## src/rtl/fetch_unit.sv

```systemverilog
`default_nettype none
// =============================================================================
// Module   : fetch_unit
// Brief    : In-order instruction fetch with a small reservation buffer and
//            redirect flush. The FETCH_MISALIGN_CHECK_EN macro enables a sticky
//            misaligned-target flag that also halts fetch.
// Revision : 1.0
// =============================================================================
module fetch_unit #(
  parameter logic [31:0] RESET_PC  = 32'h0000_0000,
  parameter int          BUF_DEPTH = 2
) (
  input  logic        clk,
  input  logic        rst,
  output logic        imem_req_valid,
  input  logic        imem_req_ready,
  output logic [31:0] imem_req_addr,
  input  logic        imem_rsp_valid,
  input  logic [31:0] imem_rsp_data,
  output logic        inst_valid,
  input  logic        inst_ready,
  output logic [31:0] inst_encoding,
  output logic [31:0] inst_pc,
  input  logic        redirect,
  input  logic [31:0] redirect_pc,
  output logic        misalign
);

  localparam int                PTR_W        = $clog2(BUF_DEPTH);
  localparam int                CNT_W        = PTR_W + 1;
  localparam logic [CNT_W-1:0]  DEPTH_C      = CNT_W'(BUF_DEPTH);
  localparam logic [CNT_W:0]    INFLIGHT_MAX = (CNT_W+1)'(2*BUF_DEPTH - 1);

  logic [31:0]          fetch_pc;
  logic [31:0]          ent_pc   [BUF_DEPTH];
  logic [31:0]          ent_data [BUF_DEPTH];
  logic [BUF_DEPTH-1:0] ent_filled;
  logic [BUF_DEPTH-1:0] filled_nxt;
  logic [PTR_W-1:0]     head;
  logic [PTR_W-1:0]     tail;
  logic [PTR_W-1:0]     fill_ptr;
  logic [CNT_W-1:0]     count;
  logic [CNT_W-1:0]     unfilled;
  logic [CNT_W-1:0]     drop_cnt;
  logic [CNT_W-1:0]     redirect_drop;
  logic [CNT_W:0]       inflight;
  logic [31:0]          target_pc;
  logic                 halted;
  logic                 pop;
  logic                 alloc;
  logic                 rsp_fill;
  logic                 rsp_drop;
  logic                 room;
  logic                 inflight_ok;

`ifdef FETCH_MISALIGN_CHECK_EN
  assign target_pc = redirect_pc;

  always_ff @(posedge clk or posedge rst) begin
    if (rst)
      halted <= 1'b0;
    else if (redirect && (redirect_pc[1:0] != 2'b00))
      halted <= 1'b1;
  end
`else
  logic unused_pc_lsbs;
  assign unused_pc_lsbs = ^redirect_pc[1:0];
  assign target_pc      = {redirect_pc[31:2], 2'b00};
  assign halted         = 1'b0;
`endif

  assign misalign      = halted;

  assign inst_valid    = (count != '0) && ent_filled[head];
  assign inst_encoding = inst_valid ? ent_data[head] : 32'h0;
  assign inst_pc       = inst_valid ? ent_pc[head]   : 32'h0;
  assign pop           = inst_valid && inst_ready;

  // Stale plus live in-flight words are capped so drop_cnt can never overflow
  // across back-to-back redirects.
  assign room          = (count != DEPTH_C) || pop;
  assign inflight      = {1'b0, unfilled} + {1'b0, drop_cnt};
  assign inflight_ok   = inflight < INFLIGHT_MAX;

  assign imem_req_valid = !rst && !redirect && !halted && room && inflight_ok;
  assign imem_req_addr  = fetch_pc;
  assign alloc          = imem_req_valid && imem_req_ready;
  assign rsp_drop       = imem_rsp_valid && (drop_cnt != '0);
  assign rsp_fill       = imem_rsp_valid && (drop_cnt == '0);
  assign redirect_drop  = unfilled + drop_cnt - CNT_W'(imem_rsp_valid);

  always_comb begin
    filled_nxt = ent_filled;
    if (pop)      filled_nxt[head]     = 1'b0;
    if (alloc)    filled_nxt[tail]     = 1'b0;
    if (rsp_fill) filled_nxt[fill_ptr] = 1'b1;
  end

  always_ff @(posedge clk or posedge rst) begin
    if (rst) begin
      fetch_pc   <= RESET_PC;
      head       <= '0;
      tail       <= '0;
      fill_ptr   <= '0;
      count      <= '0;
      unfilled   <= '0;
      drop_cnt   <= '0;
      ent_filled <= '0;
    end else if (redirect) begin
      fetch_pc   <= target_pc;
      head       <= '0;
      tail       <= '0;
      fill_ptr   <= '0;
      count      <= '0;
      unfilled   <= '0;
      drop_cnt   <= redirect_drop;
      ent_filled <= '0;
    end else begin
      if (alloc) begin
        fetch_pc <= fetch_pc + 32'd4;
        tail     <= tail + PTR_W'(1);
      end
      if (pop)      head     <= head + PTR_W'(1);
      if (rsp_fill) fill_ptr <= fill_ptr + PTR_W'(1);
      if (rsp_drop) drop_cnt <= drop_cnt - CNT_W'(1);
      count      <= count + CNT_W'(alloc) - CNT_W'(pop);
      unfilled   <= unfilled + CNT_W'(alloc) - CNT_W'(rsp_fill);
      ent_filled <= filled_nxt;
    end
  end

  always_ff @(posedge clk) begin
    if (!redirect) begin
      if (alloc)    ent_pc[tail]       <= fetch_pc;
      if (rsp_fill) ent_data[fill_ptr] <= imem_rsp_data;
    end
  end

endmodule
`default_nettype wire
```

## config.mk

```make
export PLATFORM = sky130hd
export DESIGN_NAME = fetch_unit
export DESIGN_NICKNAME = d
export VERILOG_FILES = /design/src/rtl/fetch_unit.sv
export SDC_FILE = /design/constraint.sdc
export NUM_CORES = 1
export LEC_CHECK = 0
export ABC_AREA = 0
export BUFFER_PORTS_ARGS = -buffer_cell sky130_fd_sc_hd__clkbuf_2
export CORE_MARGIN = 4
export CORE_UTILIZATION = 35
export DETAILED_ROUTE_END_ITERATION = 10
export PLACE_DENSITY = 0.59
export SLEW_MARGIN = 20
export SYNTH_ARGS = -nofsm -noshare
export SYNTH_HDL_FRONTEND = slang
export SYNTH_SLANG_ARGS = --single-unit
```

## constraint.sdc

```tcl
create_clock -name clk -period 6.5 [get_ports clk]
set_input_delay 0.65 -clock clk [delete_from_list [all_inputs] [get_ports clk]]
set_output_delay 0.65 -clock clk [all_outputs]
set_load 0.01 [all_outputs]
```

==> flow_summary_export.csv <==
group,metric,value,unit
critical_path,path_cells,"ha_1, fa_1, a2111oi_4, nand2_2, nor2_4, inv_2, nor2_4",
logic_synthesis,synth_warnings,0,
die,core_area,0.0203,sq mm
clocking,hold_buffers,0,
critical_path,endpoint_kind,"register",
pwr,peakVddDrop,0.182,mV
drt,final_antenna_net_count,0,
die,die-area,0.0231,sq mm
logic_synthesis,syn_inst,559,
logic_synthesis,synth-main-ff-cell,"edfxtp_1",
die,fp.dieH,152,um
clocking,cts_resized,0,
sta,setup_viol,0,
critical_path,cp-start-kind,"register",
place,port_buffers,161,
critical_path,critPathKind,"register to register",
sta,rsz0062_at_grt,"no",
die,initial_core_util,0.358,
grt,grt_pass1_wl,28.3,mm
min_path,hp-class,"input port to asynchronous set/reset pin",
finish,antenna_cells,0,
clocking,ctsHtreeMaxLevel,4,
sta,fin_crit,3.83,ns
critical_path,cp_max_fo,31,
place,dp_slack,2.63,ns
clocking,clkTransAtPathRegs,0.07,ns
sta,hold_viol_final,0,
pwr,power_leakage,3.46,nW
logic_synthesis,syn_area,0.00727,sq mm
sta,skew,0.00895,ns
sta,totalNegativeSetupSlack,0,ns
sta,worst_slew_pin_slew,1.06,ns
grt,first_global_vias,5279,
sta,postLayoutSetupSlackWorst,2.67,ns
clocking,clock-root-buffer,"clkbuf_16",
die,rows,52,
finish,area_delta_synth_final,22.8,%
finish,nFillCells,1932,
critical_path,slowest_stage,"nor2_4",
drt,wire_per_inst,17.6,um
logic_synthesis,ys_seq_area_frac,0.653,
die,pin_count,169,
job,maxCapViolCount,0,
critical_path,crit_required,6.54,ns
clocking,clock_latency,0.42,ns
finish,final_net_count,804,
drt,wl,17.7,mm
clocking,ctsLongestPathBuffers,2,
clocking,clock_sinks,165,
grt,antenna_found_initial,0,
pwr,p_per_area,307,mW/mm^2
clocking,cts_inserted_buffers,17,
pwr,p_total,2.74,mW
critical_path,max_stage_delay,0.90,ns
logic_synthesis,ys_ff_latch,165,
critical_path,reg2reg_slack,2.67,ns
grt,grt_start_max_net_pins,66,
drt,dr.pass1.iters,5,
logic_synthesis,syn_avg_cell_area,13.0,sq um
clocking,cts_setup_buffers,0,
critical_path,crit_top_cell,"nor2_4",
place,dp.final_hpwl,12.1,mm
die,die_x,152,um
finish,layout_common_cells,"clkbuf_2, edfxtp_1, nor2_1, mux2i_1",
logic_synthesis,ys_types,51,
sta,slew_violations,0,
status,status,"finished clean",
critical_path,crit_arrival,3.87,ns
sta,relSlewSlack,0.291,
drt,via_count,5117,
grt,grtUsageTotal,0.154,
drt,viasPerCell,5.09,
clocking,cts_tree,"yes",
drt,drc,0,
grt,grt_remaining_overflow,0,
drt,drt_iter0_drc,396,
place,gp_congestion,0.778,
logic_synthesis,async_flop_share,0.248,
sta,post-route-period-util,0.589,
logic_synthesis,synth-edff-count,124,
finish,drive_above_1_share,0.291,
sta,max_freq,261,MHz
finish,final_common_cell,"clkbuf_2",
-- sequential cells by signal (all words and copies together), names as in the netlist --
register       cells
tail               1
count              2
ent_data          64
imem_req_addr     30
drop_cnt           2
ent_filled         2
unfilled           2
fill_ptr           1
head               1
ent_pc            60
-- layer usage --
metal	share of wire	wire length, um	global-route usage	vias up
met1	0.42	7410	0.191	2535
met3	0.051	904	0.0378	25
met2	0.51	9080	0.261	167
li1	-	-	-	2390
met4	0.019	341	0.0552	0
met5	0	0	0	-
-- power by group --
group	internal, mW	switching [mW]	total [mW]
Sequential	1.27	0.0993	1.37
Clock	0.489	0.413	0.901
Combinational	0.189	0.279	0.468
-- synth_stat cells (4+ instances only) --
cell type,instances,area [sq um]
edfxtp_1,124,3720
nor2_1,74,278
mux2i_1,65,651
dfrtp_1,41,1030
nand2_1,40,150
inv_1,19,71.3
nand3_1,19,95.1
nor3_1,19,95.1
nand4_1,12,75.1
o21ai_0,12,60.1
clkbuf_1,10,37.5
ha_1,10,125
o211ai_1,9,67.6
a221o_1,8,80.1
buf_1,8,30.0
a21oi_1,7,35.0
buf_4,7,52.6
or3_1,7,43.8
a21o_1,6,45.0
o311ai_0,5,43.8
xnor2_1,5,43.8
and3_1,4,25.0
nor2b_1,4,25.0
o21bai_1,4,30.0
xor2_1,4,35.0
-- stage by stage --
step,hold WS (ns),cell area [sq um],utilization,std cells
after global placement,0.554,8380,0.413,974
after global routing,0.392,8920,0.440,1006
final,0.397,8920,0.440,1006
after detailed placement,0.565,8380,0.413,974
after floorplan,0.487,7280,-,563
after CTS,0.386,8920,0.439,1006
-- path summary, 6_finish.rpt --
kind | start | to | depth (start not counted)
worst max-delay path | unfilled[0]$_DFF_PP0_ | ent_pc[0][22]$_DFFE_PP_ | 7
worst min-delay path | rst | drop_cnt[0]$_DFFE_PP0P_ | 3
worst max register to register | unfilled[0]$_DFF_PP0_ | ent_pc[0][22]$_DFFE_PP_ | 7
worst min register to register | imem_req_addr[31]$_DFFE_PP0P_ | ent_pc[0][31]$_DFFE_PP_ | 0
max in group asynchronous | rst | head$_DFFE_PP0P_ | 3
min in group clk | imem_rsp_data[5] | ent_data[1][5]$_DFFE_PP_ | 1
-- final cells by class --
cell class | instances | area, sq um | area share
timing repair buffer | 169 | 870 | 0.0975
inverter | 20 | 75.1 | 0.00841
sequential | 165 | 4750 | 0.533
tap | 270 | 338 | 0.0379
clock inverter | 15 | 109 | 0.0122
multi-input combinational | 350 | 2350 | 0.264
clock buffer | 17 | 425 | 0.0477
-- cell families (layout without fill, tap and decap cells) --
group	Yosys count	count (layout)	synth area share
AO/OA/AOI/OAI	65	65	0.0702
XOR/XNOR	9	9	0.0108
adder cells (fa/ha/maj)	11	11	0.0200
buffers and inverters	48	221	0.0289
flip-flops	165	165	0.653
multiplexers	66	66	0.0916
other	1	5	0.000516
AND/OR/NAND/NOR	194	194	0.124
-- worst max-delay path: cells and delay by family (launching register included) --
kind	cells	cell delay [ns]
AO/OA/AOI/OAI	1	0.40
adder cells (fa/ha/maj)	2	0.70
buffers and inverters	1	0.36
AND/OR/NAND/NOR	3	1.56
flip-flops	1	0.41
Note: power is estimated with default switching activity, not from simulation.
